`src/rtl/cmd_fetch_if.sv`:
```
// Bundle of the sequencer command handshake and the SDRAM read port p1.
// The master modport is the fetcher's view; the slave modport is the environment's view.
interface cmd_fetch_if;
    logic        op_en;
    logic        dma_p1_reads_en;
    logic        dma_p1_ob_we;
    logic [31:0] cmd;
    logic [6:0]  cmd_index;
    logic        fetch_err;
    logic        p1_cmd_en;
    logic [2:0]  p1_cmd_instr;
    logic [5:0]  p1_cmd_bl;
    logic [29:0] p1_cmd_byte_addr;
    logic        p1_cmd_full;
    logic        p1_rd_en;
    logic [31:0] p1_rd_data;
    logic        p1_rd_empty;
    logic        p1_rd_error;

    modport master (
        input  op_en, dma_p1_reads_en, p1_cmd_full, p1_rd_data, p1_rd_empty, p1_rd_error,
        output dma_p1_ob_we, cmd, cmd_index, fetch_err,
               p1_cmd_en, p1_cmd_instr, p1_cmd_bl, p1_cmd_byte_addr, p1_rd_en
    );

    modport slave (
        output op_en, dma_p1_reads_en, p1_cmd_full, p1_rd_data, p1_rd_empty, p1_rd_error,
        input  dma_p1_ob_we, cmd, cmd_index, fetch_err,
               p1_cmd_en, p1_cmd_instr, p1_cmd_bl, p1_cmd_byte_addr, p1_rd_en
    );
endinterface

```
`src/rtl/cmd_fetch.sv`:
```
// Command-word fetcher: one read burst per sequencer request, words streamed
// to the sequencer with one strobe each, then advance to the next command slot.
module cmd_fetch #(
    parameter int unsigned CMD_BURST_LEN = 8,
    parameter logic [29:0] CMD_BASE_ADDR = 30'h000_0000,
    parameter logic [6:0]  CMD_MAX       = 7'd127
) (
    input  logic         clk,
    input  logic         rst,
    cmd_fetch_if.master  bus
);
    localparam logic [6:0]  LAST_WORD  = 7'(CMD_BURST_LEN - 1);
    localparam logic [29:0] SLOT_BYTES = 30'(CMD_BURST_LEN * 4);

    typedef enum logic [1:0] {IDLE, REQ, STREAM, HOLD} state_t;

    state_t      r_state;
    logic [6:0]  r_cmd_index;
    logic [6:0]  r_word_cnt;
    logic [31:0] r_cmd;
    logic [29:0] r_addr;
    logic        r_ob_we;
    logic        r_cmd_en;
    logic        r_fetch_err;
    logic        w_pop;

    assign w_pop = (r_state == STREAM) && !bus.p1_rd_empty;

    assign bus.p1_rd_en         = w_pop;
    assign bus.p1_cmd_instr     = 3'b001;
    assign bus.p1_cmd_bl        = 6'(CMD_BURST_LEN - 1);
    assign bus.p1_cmd_byte_addr = r_addr;
    assign bus.p1_cmd_en        = r_cmd_en;
    assign bus.dma_p1_ob_we     = r_ob_we;
    assign bus.cmd              = r_cmd;
    assign bus.cmd_index        = r_cmd_index;
    assign bus.fetch_err        = r_fetch_err;

    always_ff @(posedge clk or posedge rst) begin
        if (rst) begin
            r_state     <= IDLE;
            r_cmd_index <= '0;
            r_word_cnt  <= '0;
            r_cmd       <= '0;
            r_addr      <= '0;
            r_ob_we     <= 1'b0;
            r_cmd_en    <= 1'b0;
            r_fetch_err <= 1'b0;
        end else begin
            r_ob_we <= 1'b0;
            if (bus.p1_rd_error) begin
                r_fetch_err <= 1'b1;
            end
            case (r_state)
                IDLE: begin
                    if (!bus.op_en) begin
                        r_cmd_index <= '0;
                    end else if (bus.dma_p1_reads_en) begin
                        r_state  <= REQ;
                        r_addr   <= CMD_BASE_ADDR + 30'(r_cmd_index) * SLOT_BYTES;
                        r_cmd_en <= !bus.p1_cmd_full;
                    end
                end
                // p1_cmd_en is registered: it is raised for the cycle after full
                // was seen clear, and reissued if full rose in that same cycle.
                REQ: begin
                    if (r_cmd_en && !bus.p1_cmd_full) begin
                        r_cmd_en   <= 1'b0;
                        r_word_cnt <= '0;
                        r_state    <= STREAM;
                    end else begin
                        r_cmd_en <= !bus.p1_cmd_full;
                    end
                end
                STREAM: begin
                    if (w_pop) begin
                        r_cmd      <= bus.p1_rd_data;
                        r_ob_we    <= 1'b1;
                        r_word_cnt <= r_word_cnt + 7'd1;
                        if (r_word_cnt == LAST_WORD) begin
                            r_cmd_index <= (r_cmd_index == CMD_MAX) ? '0 : r_cmd_index + 7'd1;
                            r_state     <= HOLD;
                        end
                    end
                end
                HOLD: begin
                    if (!bus.dma_p1_reads_en) begin
                        r_state <= IDLE;
                    end
                end
                default: r_state <= IDLE;
            endcase
        end
    end
endmodule
```
`src/flat_wrapper.sv`:
```
// flat-port wrapper written by rule: the top's interface ports become plain ports
module cmd_fetch_flat 
#(
    parameter int unsigned CMD_BURST_LEN = 8,
    parameter logic [29:0] CMD_BASE_ADDR = 30'h000_0000,
    parameter logic [6:0]  CMD_MAX       = 7'd127
)
  (clk, rst, bus_op_en, bus_dma_p1_reads_en, bus_p1_cmd_full, bus_p1_rd_data, bus_p1_rd_empty, bus_p1_rd_error, bus_dma_p1_ob_we, bus_cmd, bus_cmd_index, bus_fetch_err, bus_p1_cmd_en, bus_p1_cmd_instr, bus_p1_cmd_bl, bus_p1_cmd_byte_addr, bus_p1_rd_en);
  cmd_fetch_if bus_i ();
  input  logic clk;
  input  logic rst;
  input wire logic [$bits(bus_i.op_en)-1:0] bus_op_en;
  input wire logic [$bits(bus_i.dma_p1_reads_en)-1:0] bus_dma_p1_reads_en;
  input wire logic [$bits(bus_i.p1_cmd_full)-1:0] bus_p1_cmd_full;
  input wire logic [$bits(bus_i.p1_rd_data)-1:0] bus_p1_rd_data;
  input wire logic [$bits(bus_i.p1_rd_empty)-1:0] bus_p1_rd_empty;
  input wire logic [$bits(bus_i.p1_rd_error)-1:0] bus_p1_rd_error;
  output wire logic [$bits(bus_i.dma_p1_ob_we)-1:0] bus_dma_p1_ob_we;
  output wire logic [$bits(bus_i.cmd)-1:0] bus_cmd;
  output wire logic [$bits(bus_i.cmd_index)-1:0] bus_cmd_index;
  output wire logic [$bits(bus_i.fetch_err)-1:0] bus_fetch_err;
  output wire logic [$bits(bus_i.p1_cmd_en)-1:0] bus_p1_cmd_en;
  output wire logic [$bits(bus_i.p1_cmd_instr)-1:0] bus_p1_cmd_instr;
  output wire logic [$bits(bus_i.p1_cmd_bl)-1:0] bus_p1_cmd_bl;
  output wire logic [$bits(bus_i.p1_cmd_byte_addr)-1:0] bus_p1_cmd_byte_addr;
  output wire logic [$bits(bus_i.p1_rd_en)-1:0] bus_p1_rd_en;
  assign bus_i.op_en = bus_op_en;
  assign bus_i.dma_p1_reads_en = bus_dma_p1_reads_en;
  assign bus_i.p1_cmd_full = bus_p1_cmd_full;
  assign bus_i.p1_rd_data = bus_p1_rd_data;
  assign bus_i.p1_rd_empty = bus_p1_rd_empty;
  assign bus_i.p1_rd_error = bus_p1_rd_error;
  assign bus_dma_p1_ob_we = bus_i.dma_p1_ob_we;
  assign bus_cmd = bus_i.cmd;
  assign bus_cmd_index = bus_i.cmd_index;
  assign bus_fetch_err = bus_i.fetch_err;
  assign bus_p1_cmd_en = bus_i.p1_cmd_en;
  assign bus_p1_cmd_instr = bus_i.p1_cmd_instr;
  assign bus_p1_cmd_bl = bus_i.p1_cmd_bl;
  assign bus_p1_cmd_byte_addr = bus_i.p1_cmd_byte_addr;
  assign bus_p1_rd_en = bus_i.p1_rd_en;
  cmd_fetch #(.CMD_BURST_LEN(CMD_BURST_LEN), .CMD_BASE_ADDR(CMD_BASE_ADDR), .CMD_MAX(CMD_MAX)) u_core (.clk(clk), .rst(rst), .bus(bus_i));
endmodule
```
`config.mk`:
```
export PLATFORM = sky130hd
export DESIGN_NAME = cmd_fetch_flat
export DESIGN_NICKNAME = d
export VERILOG_FILES = /design/src/rtl/cmd_fetch_if.sv /design/src/rtl/cmd_fetch.sv /design/src/flat_wrapper.sv
export SDC_FILE = /design/constraint.sdc
export NUM_CORES = 1
export LEC_CHECK = 0
export ABC_AREA = 1
export BUFFER_PORTS_ARGS = -buffer_cell sky130_fd_sc_hd__buf_2
export CORE_MARGIN = 10
export CORE_UTILIZATION = 52
export CTS_CLUSTER_DIAMETER = 100
export DETAILED_ROUTE_END_ITERATION = 6
export GPL_TIMING_DRIVEN = 0
export PLACE_DENSITY = 0.94
export SYNTH_ARGS = -nofsm -noshare
export SYNTH_HDL_FRONTEND = slang
export SYNTH_SLANG_ARGS = --single-unit
```
`constraint.sdc`:
```
create_clock -name clk -period 4.5 [get_ports clk]
set_input_delay 0.45 -clock clk [delete_from_list [all_inputs] [get_ports clk]]
set_output_delay 0.45 -clock clk [all_outputs]
set_load 0.01 [all_outputs]
```
==> results.txt <==
Simple-Gate Fraction of Synth Area - 27.7%
post-synthesis compound-gate area fraction - 5.18%
vias in the first global route - 2465
Layout area overhead - 29.6%
gr ovfl total - 0
Worst-Skew Late Latency - 0.33 ns
PortBufs - 88
pin count of the biggest net entering global routing - 35
worst stage delay on the critical path - 0.43 ns
Finish-stage setup viols - 0
post-CTS sizing - 0
Synth Instances - 346
CP max FO - 11
area of placed instances - 3560 sq um
Hold Path Class - in -> async
Unique masters post-synth - 27
post-CTS setup buffers - 0
Cell Area, Synth - 2900 sq um
Fin. Hold Viols - 0
final period utilization - 51.5%
CTS root buf - clkbuf_8
Clock Pin Slew Worst Setup and Hold Paths - 0.07 ns
Synth Area in XOR/XNOR - 0%
Nets - 521
HPWL after DPL - 5690 um
WP data arrival - 1.87 ns
routed len/inst - 13.2 um
Vias - 2535
chip width - 94.6 um
DRC - 0
layout cells sized above 1 - 35.1%
count of clock tree sinks - 58
Critical Path RT - 4.05 ns
CTS buffer count - 9
Mapped Avg Cell Area - 8.37 sq um
post-DR vias/cell - 4.58
IO Count - 121
ant diodes - 0
Peak VDD IR - 365 uV
total negative slack - 0 ns
CORE AREA - 5440 sq um
routed wire length - 7290 um
antenna violations before repair - 0
antenna-violating nets left - 0
Slew @ Worst Pin - 0.570 ns
global-route total usage across every layer - 15.6%
Clock H-tree levels - 3
Worst setup SP type - register
hold_ws - 0.167 ns
Seq/Total Area, Yosys - 50.1%
CTS Hold Bufs - 0
CP max stage cell - dfrtp_1
outcome - complete, no violations
worst-path cell chain - inv_1 > ha_1 > buf_6 > inv_1 > nor2_4 > buf_2 > buf_2
Worst setup EP type - output pin
Leak - 2.18 nW
global-route wire length before repair - 11200 um
Final Slew Violations - 0
CP Class - reg -> out
DR pass1 iterations - 6
row count - 27
Pwr Density - 560 nW/um^2
slew margin rel. - 62.0%
reg2reg start - u_core.r_state[0]
starting DRC count in detailed routing - 92
RSZ-0062 raised after global routing - false
Syn. warnings - 0
starting density of the core - 53.3%
min Tclk post-route - 2.32 ns
CTS tree - done
Design Area, Final - 3750 sq um
worst setup path start - u_core.r_state[0]
die height - 94.6 um
die area - 8960 sq um
mux cell area share after synthesis - 0.778%
Tot Pwr - 0.00210 W
main combinational cell family by area after synthesis - simple AND/OR/NAND/NOR gates
max_cap viols - 0
RePlAce Congestion - 0.863
clk buf depth - 2
Post-Route Skew - 0.0122 ns
Adder-Cell Fraction of Synth Area - 2.59%
synthesized flop and latch total - 58
fmax - 432 MHz
==> worst paths after layout <==
check / endpoint / cells after the start / slack [ns]
max in group asynchronous: u_core.bus.cmd[2] / 3 / 3.76
worst min-delay path: u_core.r_word_cnt[4] / 2 / 0.17
min in group clk: u_core.bus.fetch_err / 2 / 0.31
worst max-delay path: bus_p1_rd_en / 7 / 2.18
worst min register to register: u_core.bus.fetch_err / 1 / 0.47
worst max register to register: u_core.bus.cmd[14] / 9 / 2.88
==> cell usage after synthesis (all sizes together) <==
cell type,number,area (sq um)
mux2,2,22.5
a21oi,3,18.8
nand3b,1,7.51
inv,22,82.6
clkbuf,1,3.75
o21bai,1,7.51
dfrtp,58,1450
nand3,16,103
or2,2,12.5
clkinv,1,3.75
buf,41,298
o21ai,21,124
nand2,153,597
nand4,6,37.5
nor2,10,45.0
conb,2,7.51
ha,6,75.1
==> logic make-up after synthesis <==
family	after synthesis
AOI/OAI and AO/OA	25
adders and majority gates	6
buffers and inverters	65
DFF	58
muxes	2
other	2
and+or+nand+nor	188
==> cells in the final DEF (no fill, tap or decap), types with 9 or more instances in the layout <==
cell type,netlist,routed
conb_1,2,32
dfrtp_1,58,58
buf_4,32,32
nand3_1,13,13
nor2_1,9,9
nand2_1,146,146
o21ai_0,16,16
buf_2,7,95
clkbuf_8,0,10
inv_1,20,19
==> sequential cells by signal (all words and copies together) (netlist names) <==
| name | cells |
|---|---|
| u_core.bus.cmd_index | 7 |
| u_core.bus.p1_cmd_byte_addr | 7 |
| u_core.bus.p1_cmd_en | 1 |
| u_core.bus.cmd | 32 |
| u_core.r_word_cnt | 7 |
| u_core.bus.dma_p1_ob_we | 1 |
| u_core.bus.fetch_err | 1 |
| u_core.r_state | 2 |
==> layer usage <==
layer  vias to the layer above  global-route usage (%)  part of all wire, %
met5                         -                       0                    0
met4                         0                    5.24                 0.49
met3                         8                    7.38                   11
met2                        97                    27.5                   50
met1                      1157                    15.9                   39
li1                       1273                       -                    -
==> power breakdown <==
| part | switching (W) | internal [W] | total [W] | leakage [nW] |
|---|---|---|---|---|
| Combinational | 0.000523 | 0.000317 | 0.000840 | 1.33 |
| Sequential | 0.000100 | 0.000691 | 0.000791 | 0.752 |
| Clock | 0.000202 | 0.000269 | 0.000471 | 0.103 |
| Total | 0.000825 | 0.00128 | 0.00210 | 2.18 |
==> critical path, delay by kind of cell, from the launching register on <==
family,cells,cell delay (ns)
buffers and inverters,5,0.76
AND/OR/NAND/NOR,1,0.17
adder cells (fa/ha/maj),1,0.17
flip-flops,1,0.43
==> per-stage QoR <==
step                      setup slack (ns)  util (%)  cells
after global placement                1.95      65.1    536
after global routing                  2.05      69.0    553
final                                 2.18      69.0    553
after CTS                             2.17      69.0    553
after floorplan                       2.62         -    376
after detailed placement              2.55      65.4    537
==> area by class of cell <==
cell class	instances	area, sq um
Sequential cell	58	1450
Multi-Input combinational cell	253	1170
Clock buffer	11	141
Inverter	23	86.3
Tap cell	72	90.1
Fill cell	438	1680
Buffer	42	302
Timing Repair Buffer	89	460
Clock inverter	5	53.8
No activity file was read; power rests on OpenSTA's default activity.
